--- config.mk ---
export PLATFORM = sky130hd
export DESIGN_NAME = dbus_interconnect
export DESIGN_NICKNAME = d
export VERILOG_FILES = /design/src/rtl/dbus_pkg.sv /design/src/rtl/dbus_decode.sv /design/src/rtl/dbus_interconnect.sv
export SDC_FILE = /design/constraint.sdc
export NUM_CORES = 1
export LEC_CHECK = 0
export ABC_AREA = 1
export CAP_MARGIN = 20
export CORE_MARGIN = 5
export CORE_UTILIZATION = 24
export DETAILED_ROUTE_END_ITERATION = 8
export HOLD_SLACK_MARGIN = 0.03
export PLACE_DENSITY = 0.86
export SETUP_SLACK_MARGIN = 0.15
export SYNTH_ARGS = -nofsm -noshare
export SYNTH_HDL_FRONTEND = slang
export SYNTH_SLANG_ARGS = --single-unit
--- constraint.sdc ---
create_clock -name clk -period 1.8 [get_ports clk]
set_input_delay 0.36 -clock clk [delete_from_list [all_inputs] [get_ports clk]]
set_output_delay 0.36 -clock clk [all_outputs]
set_load 0.005 [all_outputs]
--- src/rtl/dbus_pkg.sv ---
// Shared definitions for the data-bus interconnect: default region map,
// read FSM state type and the region decode helper.
package dbus_pkg;

  localparam int MAX_SLAVES = 8;
  localparam int MAX_ADDRW  = 32;
  localparam int IDX_W      = 3;

  localparam int DEF_NSLAVES = 4;
  localparam int DEF_ADDRW   = 16;

  localparam logic [63:0] DEF_REGION_BASE  = {16'h8000, 16'h2000, 16'h0100, 16'h0000};
  localparam logic [63:0] DEF_REGION_LIMIT = {16'hFFFF, 16'h7FFF, 16'h01FF, 16'h00FF};

  typedef enum logic {
    DBUS_IDLE = 1'b0,
    DBUS_WAIT = 1'b1
  } dbus_state_t;

  // Returns {hit, index}. Regions are scanned from the top down so that the
  // lowest matching index is the one left standing when regions overlap.
  function automatic logic [IDX_W:0] region_decode(
    input logic [MAX_ADDRW-1:0]            addr,
    input logic [MAX_SLAVES*MAX_ADDRW-1:0] base,
    input logic [MAX_SLAVES*MAX_ADDRW-1:0] limit,
    input int                              nslaves
  );
    logic             hit;
    logic [IDX_W-1:0] idx;
    hit = 1'b0;
    idx = '0;
    for (int k = MAX_SLAVES - 1; k >= 0; k--) begin
      if ((k < nslaves) &&
          (addr >= base[k*MAX_ADDRW +: MAX_ADDRW]) &&
          (addr <= limit[k*MAX_ADDRW +: MAX_ADDRW])) begin
        hit = 1'b1;
        idx = IDX_W'(k);
      end
    end
    return {hit, idx};
  endfunction

endpackage

--- src/rtl/dbus_decode.sv ---
// Combinational region matcher: maps an address onto the slave whose
// inclusive [base, limit] window contains it, lowest index first.
module dbus_decode
  import dbus_pkg::*;
#(
  parameter int                         NSLAVES      = DEF_NSLAVES,
  parameter int                         ADDRW        = DEF_ADDRW,
  parameter logic [NSLAVES*ADDRW-1:0]   REGION_BASE  = DEF_REGION_BASE,
  parameter logic [NSLAVES*ADDRW-1:0]   REGION_LIMIT = DEF_REGION_LIMIT
) (
  input  logic [ADDRW-1:0] addr,
  output logic             hit,
  output logic [IDX_W-1:0] index
);

  logic [MAX_SLAVES*MAX_ADDRW-1:0] base_w;
  logic [MAX_SLAVES*MAX_ADDRW-1:0] limit_w;
  logic [IDX_W:0]                  result;

  // Widen the region table to the helper's fixed layout and decode.
  always_comb begin
    base_w  = '0;
    limit_w = '0;
    for (int k = 0; k < NSLAVES; k++) begin
      base_w[k*MAX_ADDRW +: MAX_ADDRW]  = MAX_ADDRW'(REGION_BASE[k*ADDRW +: ADDRW]);
      limit_w[k*MAX_ADDRW +: MAX_ADDRW] = MAX_ADDRW'(REGION_LIMIT[k*ADDRW +: ADDRW]);
    end
    result = region_decode(MAX_ADDRW'(addr), base_w, limit_w, NSLAVES);
    hit    = result[IDX_W];
    index  = result[IDX_W-1:0];
  end

endmodule

--- src/rtl/dbus_interconnect.sv ---
// Data-bus interconnect between the CPU data port and NSLAVES slaves.
// Writes are posted combinationally; reads run through an IDLE/WAIT FSM
// that stalls the master until the selected slave responds. Unmapped
// accesses return a one-cycle bus_error pulse.
// Optional: define DBUS_TIMEOUT_EN to bound each read wait to
// TIMEOUT_CYCLES cycles, after which the read ends with a bus error.
module dbus_interconnect
  import dbus_pkg::*;
#(
  parameter int                       NSLAVES        = DEF_NSLAVES,
  parameter int                       ADDRW          = DEF_ADDRW,
  parameter int                       DATAW          = 16,
  parameter logic [NSLAVES*ADDRW-1:0] REGION_BASE    = DEF_REGION_BASE,
  parameter logic [NSLAVES*ADDRW-1:0] REGION_LIMIT   = DEF_REGION_LIMIT,
  parameter int                       TIMEOUT_CYCLES = 64
) (
  input  logic                          clk,
  input  logic                          reset,
  input  logic [ADDRW-1:0]              m_read_addr,
  input  logic                          m_read_req,
  output logic [DATAW-1:0]              m_read_data,
  output logic                          m_read_valid,
  output logic                          m_stall,
  input  logic [ADDRW-1:0]              m_write_addr,
  input  logic [DATAW-1:0]              m_write_data,
  input  logic [DATAW/8-1:0]            m_write_en,
  output logic                          bus_error,
  output logic [ADDRW-1:0]              s_read_addr,
  output logic [NSLAVES-1:0]            s_read_req,
  input  logic [NSLAVES*DATAW-1:0]      s_read_data,
  input  logic [NSLAVES-1:0]            s_read_valid,
  output logic [ADDRW-1:0]              s_write_addr,
  output logic [DATAW-1:0]              s_write_data,
  output logic [NSLAVES*(DATAW/8)-1:0]  s_write_en
);

  localparam int BE = DATAW / 8;

  if ((NSLAVES < 1) || (NSLAVES > MAX_SLAVES) || ((DATAW % 8) != 0) ||
      (ADDRW > MAX_ADDRW) || (TIMEOUT_CYCLES < 1)) begin : g_bad_params
    $error("dbus_interconnect: unsupported parameter combination");
  end

  dbus_state_t      state;
  logic [IDX_W-1:0] sel;
  logic             rd_err_q;
  logic             bus_error_q;

  logic             rd_hit;
  logic [IDX_W-1:0] rd_idx;
  logic             wr_hit;
  logic [IDX_W-1:0] wr_idx;

  logic             sel_valid;
  logic [DATAW-1:0] sel_data;
  logic             wait_done;
  logic             accept;
  logic             rd_unmapped;
  logic             wr_unmapped;
  logic             timeout_hit;

  dbus_decode #(
    .NSLAVES      (NSLAVES),
    .ADDRW        (ADDRW),
    .REGION_BASE  (REGION_BASE),
    .REGION_LIMIT (REGION_LIMIT)
  ) u_read_decode (
    .addr  (m_read_addr),
    .hit   (rd_hit),
    .index (rd_idx)
  );

  dbus_decode #(
    .NSLAVES      (NSLAVES),
    .ADDRW        (ADDRW),
    .REGION_BASE  (REGION_BASE),
    .REGION_LIMIT (REGION_LIMIT)
  ) u_write_decode (
    .addr  (m_write_addr),
    .hit   (wr_hit),
    .index (wr_idx)
  );

  // Pick the response lines of the slave that owns the outstanding read.
  always_comb begin
    sel_valid = 1'b0;
    sel_data  = '0;
    for (int k = 0; k < NSLAVES; k++) begin
      if (sel == IDX_W'(k)) begin
        sel_valid = s_read_valid[k];
        sel_data  = s_read_data[k*DATAW +: DATAW];
      end
    end
  end

  assign wait_done   = (state == DBUS_WAIT) && sel_valid;
  assign accept      = m_read_req && ((state == DBUS_IDLE) || wait_done);
  assign rd_unmapped = accept && !rd_hit;
  assign wr_unmapped = !wr_hit && (|m_write_en);

  assign m_stall      = (state == DBUS_WAIT) && !wait_done;
  assign m_read_valid = wait_done || rd_err_q;
  assign m_read_data  = wait_done ? sel_data : '0;
  assign bus_error    = bus_error_q;

  assign s_read_addr  = m_read_addr;
  assign s_write_addr = m_write_addr;
  assign s_write_data = m_write_data;

`ifdef DBUS_TIMEOUT_EN
  localparam int CNTW = $clog2(TIMEOUT_CYCLES + 1);
  logic [CNTW-1:0] wait_cnt;
  assign timeout_hit = (state == DBUS_WAIT) && !sel_valid &&
                       (wait_cnt == CNTW'(TIMEOUT_CYCLES - 1));
`else
  assign timeout_hit = 1'b0;
`endif

  // One-hot read strobe to the decoded slave whenever a read is accepted.
  always_comb begin
    s_read_req = '0;
    for (int k = 0; k < NSLAVES; k++) begin
      if (accept && rd_hit && (rd_idx == IDX_W'(k))) begin
        s_read_req[k] = 1'b1;
      end
    end
  end

  // Route the master byte enables only to the slave owning the write address.
  always_comb begin
    s_write_en = '0;
    for (int k = 0; k < NSLAVES; k++) begin
      if (wr_hit && (wr_idx == IDX_W'(k))) begin
        s_write_en[k*BE +: BE] = m_write_en;
      end
    end
  end

  // Read FSM: tracks the outstanding slave and registers the error pulses.
  always_ff @(posedge clk or posedge reset) begin
    if (reset) begin
      state       <= DBUS_IDLE;
      sel         <= '0;
      rd_err_q    <= 1'b0;
      bus_error_q <= 1'b0;
`ifdef DBUS_TIMEOUT_EN
      wait_cnt    <= '0;
`endif
    end else begin
      rd_err_q    <= rd_unmapped || timeout_hit;
      bus_error_q <= rd_unmapped || wr_unmapped || timeout_hit;
`ifdef DBUS_TIMEOUT_EN
      if (state == DBUS_WAIT) begin
        wait_cnt <= wait_cnt + 1'b1;
      end
`endif
      if (accept && rd_hit) begin
        state <= DBUS_WAIT;
        sel   <= rd_idx;
`ifdef DBUS_TIMEOUT_EN
        wait_cnt <= '0;
`endif
      end else if (wait_done || timeout_hit) begin
        state <= DBUS_IDLE;
      end
    end
  end

endmodule

== Yosys cells after proc, flatten, opt, wreduce, memory -nomap -nowiden ==
Index checks and enable logic that the tools add are counted.
Word-level totals
  flip-flop bits (word level): 6
Operators by class
  magnitude comparators: 12
  equality and inequality tests: 9
  mux-type cells: 35
  bitwise gates (word level): 1
  reduce and logical (&&, ||, !) cells: 29
Operator list (number)
  $mux W16: 5
  $ge A16 B14 Y1 const B: 2
  $ge A16 B16 Y1 const B: 2
  $ge A16 B9 Y1 const B: 2
  $le A16 B15 Y1 const B: 2
  $le A16 B8 Y1 const B: 2
  $le A16 B9 Y1 const B: 2
  $eq A3 B2 Y1 const B: 6
  $logic_and A1 B1 Y1: 18
  $mux W1: 18
  $mux W3: 6
  $mux W2: 6
  $eq A3 B1 Y1 const B: 3
  $logic_not A3 Y1: 3
  $logic_not A1 Y1: 3
  $logic_or A1 B1 Y1: 3
  $reduce_bool A2 Y1: 1
  $reduce_or A2 Y1: 1
  $not A1 Y1: 1

== Logic depth before layout (Yosys ltp) ==
Gate-level depths: netlist of run 1.
  depth after elaboration: 11
  gate-level depth with buffers: 8
  depth with buffers taken out: 8

== Cells and area by module ==
From an unflattened synthesis of run 1, not the netlist that was laid out.
Second synthesis, totals
  cells, all modules: 233
  area, all modules: 1425.1 um^2
Modules (own cells, without submodules)
  dbus_interconnect: times used 1, cells each 211, area an instance 1325.0 um^2
  dbus_decode: times used 2, cells each 11, area an instance 50.0 um^2

== Worst setup path before layout of run 1 ==
Ideal clock, no wire load.
  path kind: reg2out
  start: register sel[1]
  end: output m_read_data[10]
  arrival: 1.129 ns
  data required time: 1.440 ns
  setup slack: 0.311 ns
  cell stages (with the launch flop): 9
  path buffers: 1
  cells stage by stage: dfrtp_1 -> inv_2 -> nand2_2 -> nand2_2 -> nand3_4 -> nand2_4 -> nand2_4 -> buf_12 -> nor2_2
On the way
  cells in the longest elaborated chain, start to end: 7
  elaborated cells on any way between the ends: 14
  classes of those cells: eq/ne (3); mux (9); reduce/logical (2)
RTL lines
  from (decl): RTL line dbus_interconnect.sv:45  | logic [IDX_W-1:0] sel;
  from (signal assigned): RTL line dbus_interconnect.sv:159  | sel <= rd_idx;
  $logic_not A3 Y1: RTL line dbus_interconnect.sv:89  | if (sel == IDX_W'(k)) begin
  $mux W1 (4 in series): RTL line dbus_interconnect.sv:89
  $logic_and A1 B1 Y1: RTL line dbus_interconnect.sv:96  | assign wait_done = (state == DBUS_WAIT) && sel_valid;
  $mux W16 (*): RTL line dbus_interconnect.sv:103  | assign m_read_data = wait_done ? sel_data : '0;
  to (decl): RTL line dbus_interconnect.sv:21  | output logic [DATAW-1:0] m_read_data,
Mark *: on every way between the ends. The rest lies on a longest branch, timed or not.

== Worst setup path in the final report of run 1 ==
  start: register sel[1]
  end: output m_read_data[15]
Same word-level chain as after synthesis.

==> results of run 1 <==
==> cells in the final DEF (no fill, tap or decap), types with 3 or more instances in the layout <==
| cell type | count |
|---|---|
| inv_1 | 15 |
| nand4_1 | 3 |
| clkbuf_8 | 3 |
| clkbuf_2 | 4 |
| nand2_8 | 3 |
| clkdlybuf4s50_1 | 84 |
| dfrtp_1 | 3 |
| dlygate4sd2_1 | 16 |
| a21oi_2 | 5 |
| nand3_1 | 4 |
| o2bb2ai_1 | 4 |
| nor2_4 | 8 |
| nand3_2 | 6 |
| nor2_1 | 10 |
| buf_4 | 38 |
| o21ai_2 | 10 |
| buf_6 | 18 |
| o21ai_0 | 9 |
| inv_2 | 4 |
| nor2_2 | 8 |
| nand2_1 | 41 |
| nand3_4 | 4 |
| o21ai_1 | 8 |
| buf_2 | 25 |
| nand2_4 | 6 |
| nand2_2 | 11 |
| nor3_2 | 3 |
==> per-stage QoR <==
stage	setup slack, ns	hold WS [ns]	TNS (ns)
after floorplan	0.311	0.139	0
after global placement	-0.518	0.575	-13.07
after detailed placement	-0.571	0.581	-13.72
after CTS	-0.196	0.353	-3.45
after global routing	-0.307	0.388	-5.41
final	-0.200	0.343	-3.63
==> kinds of logic (layout without fill, tap and decap cells) <==
group,after synthesis,after routing,synth area share
AOI/OAI and AO/OA,39,39,0.158
buffers and inverters,76,217,0.358
DFF,5,5,0.0912
and+or+nand+nor,108,109,0.393
==> state kept, by name (all words and copies together) (netlist names) <==
name       cells
sel            2
rd_err_q       1
bus_error      1
state          1
==> worst paths after layout <==
check,depth (start not counted),start,endpoint
worst min-delay path,2,reset,state
min in group clk,3,sel[1],sel[1]
worst max-delay path,10,sel[1],m_read_data[15]
max in group asynchronous,2,reset,sel[0]
worst min register to register,3,sel[1],sel[1]
worst max register to register,12,sel[1],bus_error
==> cell type report <==
class / count / area, um^2
clock buffers: 4 / 45.0
fillers: 520 / 2440
inverters: 21 / 86.3
multi-input cells: 148 / 1030
flip-flops and latches: 5 / 128
well taps: 72 / 90.1
repair buffers: 192 / 1730
==> worst register-to-register path, delay by kind of cell (launching register included) <==
kind	cells	cell delay (ns)
simple gates	5	0.42
buf+inv	6	0.63
flops	1	0.41
compound gates	1	0.05
==> report_power, final <==
group / leakage, nW / internal (W) / total [W] / switching [W]
Sequential: 0.0603 / 0.000155 / 0.000253 / 0.0000985
Clock: 0.0228 / 0.000152 / 0.000203 / 0.0000516
Combinational: 1.40 / 0.00163 / 0.00313 / 0.00150
Total: 1.48 / 0.00194 / 0.00358 / 0.00165
==> timing repair <==
item                       4_1_cts  5_1_grt
hold buffers                     0        0
cloned                           1        1
setup endpoints to repair       46       30
buffers inserted                23        7
gates resized for setup        189       49
pin swaps                       24       20
==> layer usage <==
layer  vias up  share of wire
met1       880           0.35
li1        974              -
met2       105           0.53
met4         0          0.018
met3        16          0.094
met5         -              0
==> metrics.yaml, run 1 <==
status: "complete, but fails checks"
violations: "negative setup slack"
initial_core_util: 0.248
grt.met2_usage: 0.304
num_vias: 1975
cts_max_path_buffers: 2
syn_nets: 349
post_drt_wl_per_cell_um: 14.2
drv_slew: 0
clockRootBuffer: "clkbuf_8"
cts.reportedPaths.clkPinSlew_ns: 0.03
async_flop_share: 1.00
htree_levels: 1
max_freq_mhz: 500
drv_cap: 0
gr-usage-met3: 0.0586
placed_area_um2: 2620
grt_pass1_vias: 2138
fin_cells: 442
finalWorstSetupSlack_ns: -0.200
avgViaCountPerCell: 4.47
dp_hpwl_um: 4670
finalPower_w: 0.00358
drt-total-wl_um: 6270
syn_area_um2: 1370
peakVddDrop_uv: 482
slowest_stage: "dfrtp_2"
met1_usage: 0.162
crit_buf_inv: 4
antenna_found_initial: 0
avgSynthCellArea_um2: 6.02
clk_latency_ns: 0.22
crit_required_ns: 1.44
nets: 492
cts.sinks: 5
post-route-period-util: 1.11
core_um2: 5540
rsz0062_at_grt: "yes"
min_period_ns: 2.00
hold_violations: 0
path_class: "flop to output port"
hold_path.class: "input port to asynchronous set/reset pin"
crit_path_end_kind: "output port"
power-per-cell-area_nw_per_um2: 1150
arrival_ns: 1.64
slowest_delay_ns: 0.44
drive_gt1_frac: 0.449
seq_area_frac_synth: 0.0912
netlist.area_leader.share: 0.268
synthTopCellsByCount: "nand2_1, buf_4, inv_1, o21ai_0, nor2_1"
cts_tree: "yes"
power.leakage_nw: 1.48
worstMarginPinSlew_ns: 0.455
drc: 0
synth_most_common_cell: "nand2_1"
ys_types: 23
syn_to_final_growth_pct: 126
relSlewSlack: 0.697
r2r_slack_ns: 0.16
grt_pass1_wl_um: 9620
crit_path_max_fanout: 8
ys_seq_elements: 5
portBuffers: 135
post-place-cells: 407
crit_chain: "buf_6, inv_4, nand2_2, nand2_2, nand3_4, nand2_8, buf_6, nand2_8, nor2_2, buf_2"
n_antenna_cell: 0
num_rows: 27
setup_viol: 22
crit_family: "simple AND/OR/NAND/NOR gates"
die_h_um: 85.6
overflow: 0
drtPass1Iterations: 6
dieArea_um2: 7330
die_x_um: 85.6
synth_area_leader_cell: "buf_4"
final_cell_area_um2: 3100
final_core_util: 0.560
grt_max_degree: 12
drt_iter0_markers: 21
routabilityCongestion: 0.837
fin_skew_ns: 0.000323
numCtsBuffers: 3
synth_edf_count: 0
grt_usage: 0.161
synth_flop_cell: "dfrtp_1"
synth_cells: 228
pin_count: 200
synthTopCellsByArea: "buf_4, nand2_1, dfrtp_1, o21ai_0, nor2_2"
start_kind: "flop"
grt_busiest_layer: "met2"
ys_warn_count: 0
drtAntennaViolNets: 0
(Power assumes the default switching activity.)
==> run 2, diff against run 1 <==
--- a/config.mk
+++ b/config.mk
@@ -8,10 +8,10 @@
 export ABC_AREA = 1
 export CAP_MARGIN = 20
 export CORE_MARGIN = 5
-export CORE_UTILIZATION = 24
+export CORE_UTILIZATION = 26
 export DETAILED_ROUTE_END_ITERATION = 8
 export HOLD_SLACK_MARGIN = 0.03
-export PLACE_DENSITY = 0.86
+export PLACE_DENSITY = 0.92
 export SETUP_SLACK_MARGIN = 0.15
 export SYNTH_ARGS = -nofsm -noshare
 export SYNTH_HDL_FRONTEND = slang
==> constraint.sdc (replaced) <==
create_clock -name clk -period 2.44 [get_ports clk]
set_input_delay 0.488 -clock clk [delete_from_list [all_inputs] [get_ports clk]]
set_output_delay 0.488 -clock clk [all_outputs]
set_load 0.005 [all_outputs]
==> run 2 against run 1 <==
Core utilization down 2.0 points. The flow now finishes without violations. Largest cell class unchanged. Flip-flop and latch count unchanged. Combinational power down 44%. Worst hold slack better by 0.13 ns. Die area down 6.8%.
==> metrics.yaml, run 2 (synthesis gave the netlist of run 1 again) <==
drive_gt1_frac: 0.239  # was 0.449
antenna_found_initial: 0  # unchanged
dieArea_um2: 6830  # was 7330 um^2
met1_usage: 0.151  # was 0.162
final_cell_mix: "clkdlybuf4s50_1, nand2_1, buf_4, dlygate4sd2_1, inv_1"  # was clkdlybuf4s50_1, nand2_1, buf_4, buf_2, buf_6
crit_path_max_fanout: 5  # was 8
start_kind: "input port"  # was flop
cts_tree: "yes"  # unchanged
cts.sinks: 5  # unchanged
die_x_um: 82.7  # was 85.6 um
rsz0062_at_grt: "yes"  # unchanged
dp_hpwl_um: 4720  # was 4670 um
die_h_um: 82.7  # was 85.6 um
holdBufCountCts: 0  # unchanged
cts_max_path_buffers: 2  # unchanged
min_period_ns: 2.23
power.leakage_nw: 1.29  # was 1.48 nW
slowest_delay_ns: 0.50  # was 0.44 ns
drv_cap: 0  # unchanged
largest_reg_flops: 2  # unchanged
path_class: "input port to output port"  # was flop to output port
hold_path.class: "input port to asynchronous set/reset pin"  # unchanged
timing.hold.ws_ns: 0.473  # was 0.343 ns
grt.met2_usage: 0.305  # was 0.304
post-route-period-util: 0.913
grt_usage: 0.159  # was 0.161
htree_levels: 1  # unchanged
grt_busiest_layer: "met2"  # unchanged
status: "completed"  # was complete, but fails checks
clk_latency_ns: 0.22  # about the same
hold_violations: 0  # unchanged
final_cell_area_um2: 2760  # was 3100 um^2
crit_required_ns: 1.95  # was 1.44 ns
grt_pass1_vias: 1945  # was 2138
crit_family: "buffers and inverters"  # was simple AND/OR/NAND/NOR gates
worstMarginPinSlew_ns: 0.484  # was 0.455 ns
max_freq_mhz: 449
setup_viol: 0  # was 22
relSlewSlack: 0.677  # was 0.697
arrival_ns: 1.74  # was 1.64 ns
placed_area_um2: 2570  # was 2620 um^2
drt_iter0_markers: 34  # was 21
grt_max_degree: 12  # unchanged
n_antenna_cell: 0  # unchanged
routabilityCongestion: 0.683  # was 0.837
num_vias: 1858  # was 1975
fin_tns_setup_ns: 0  # was -3.63 ns
peakVddDrop_uv: 311  # was 482 uV
num_rows: 26  # was 27
syn_to_final_growth_pct: 101  # was 126%
post_drt_wl_per_cell_um: 14.2  # about the same
drt-total-wl_um: 5920  # was 6270 um
drc: 0  # unchanged
crit_path_end_kind: "output port"  # unchanged
clockRootBuffer: "clkbuf_8"  # unchanged
drv_slew: 0  # unchanged
overflow: 0  # unchanged
fin_skew_ns: 0.000120  # was 0.000323 ns
regMostFlops: "sel"  # unchanged
finalWorstSetupSlack_ns: 0.212  # was -0.200 ns
pin_count: 200  # unchanged
dp_slack_ns: -0.203  # was -0.571 ns
grt_pass1_wl_um: 8520  # was 9620 um
numCtsBuffers: 3  # unchanged
drtPass1Iterations: 4  # was 6
power-per-cell-area_nw_per_um2: 759  # was 1150 nW/um^2
avgViaCountPerCell: 4.46  # was 4.47
crit_buf_inv: 4  # unchanged
core_um2: 5110  # was 5540 um^2
crit_top_cell: "clkdlybuf4s50_1"
cts.reportedPaths.clkPinSlew_ns: 0.03  # about the same
drtAntennaViolNets: 0  # unchanged
portBuffers: 135  # unchanged
initial_core_util: 0.269  # was 0.248
crit_chain: "clkdlybuf4s50_1, buf_4, nand2_1, inv_1, clkdlybuf4s50_1"  # was buf_6, inv_4, nand2_2, nand2_2, nand3_4, nand2_8, buf_6, nand2_8, nor2_2, buf_2
final_common_cell: "clkdlybuf4s50_1"  # unchanged
slowest_stage: "clkdlybuf4s50_1"  # was dfrtp_2
nets: 469  # was 492
gr-usage-met3: 0.0662  # was 0.0586
==> run 2: timing repair <==
item	in CTS	in global routing
pin swaps	6	10
setup endpoints to repair	28	15
cloned	1	0
buffers inserted	7	6
resized for setup	66	17
==> run 2: cell type report <==
type	count	area, um^2
Multi-Input combinational cell	148	836
Tap cell	70	87.6
Inverter	21	82.6
Clock buffer	4	45.0
Fill cell	496	2350
Timing Repair Buffer	169	1580
Sequential cell	5	128
==> run 2: path summary, 6_finish.rpt <==
path | start | endpoint | slack [ns] | depth (start not counted)
setup / recovery | m_write_addr[15] | s_write_en[6] | 0.21 | 5
setup reg to reg | sel[1] | sel[0] | 0.84 | 10
hold reg to reg | sel[1] | sel[1] | 0.72 | 3
max in group asynchronous | reset | sel[0] | 1.78 | 2
hold / removal | reset | state | 0.47 | 2
min in group clk | sel[1] | sel[1] | 0.72 | 3
==> run 2: power by group <==
part / switching (W) / internal (W)
Combinational: 0.000856 / 0.000892
Sequential: 0.0000816 / 0.000114
Clock: 0.0000389 / 0.000112
Total: 0.000976 / 0.00112
==> run 2: metrics by stage <==
stage	power, W	utilization	cells
floorplan	0.00102	-	228
global placement	0.00167	0.503	399
detailed placement	0.00172	0.503	399
CTS	0.00205	0.529	411
global route	0.00228	0.540	417
finish	0.00209	0.540	417
==> run 2: metal layers <==
layer  routed length (um)  vias up
li1                     -      929
met1                 2010      800
met2                 2960      118
met3                  838       11
met4                  107        0
met5                    0        -
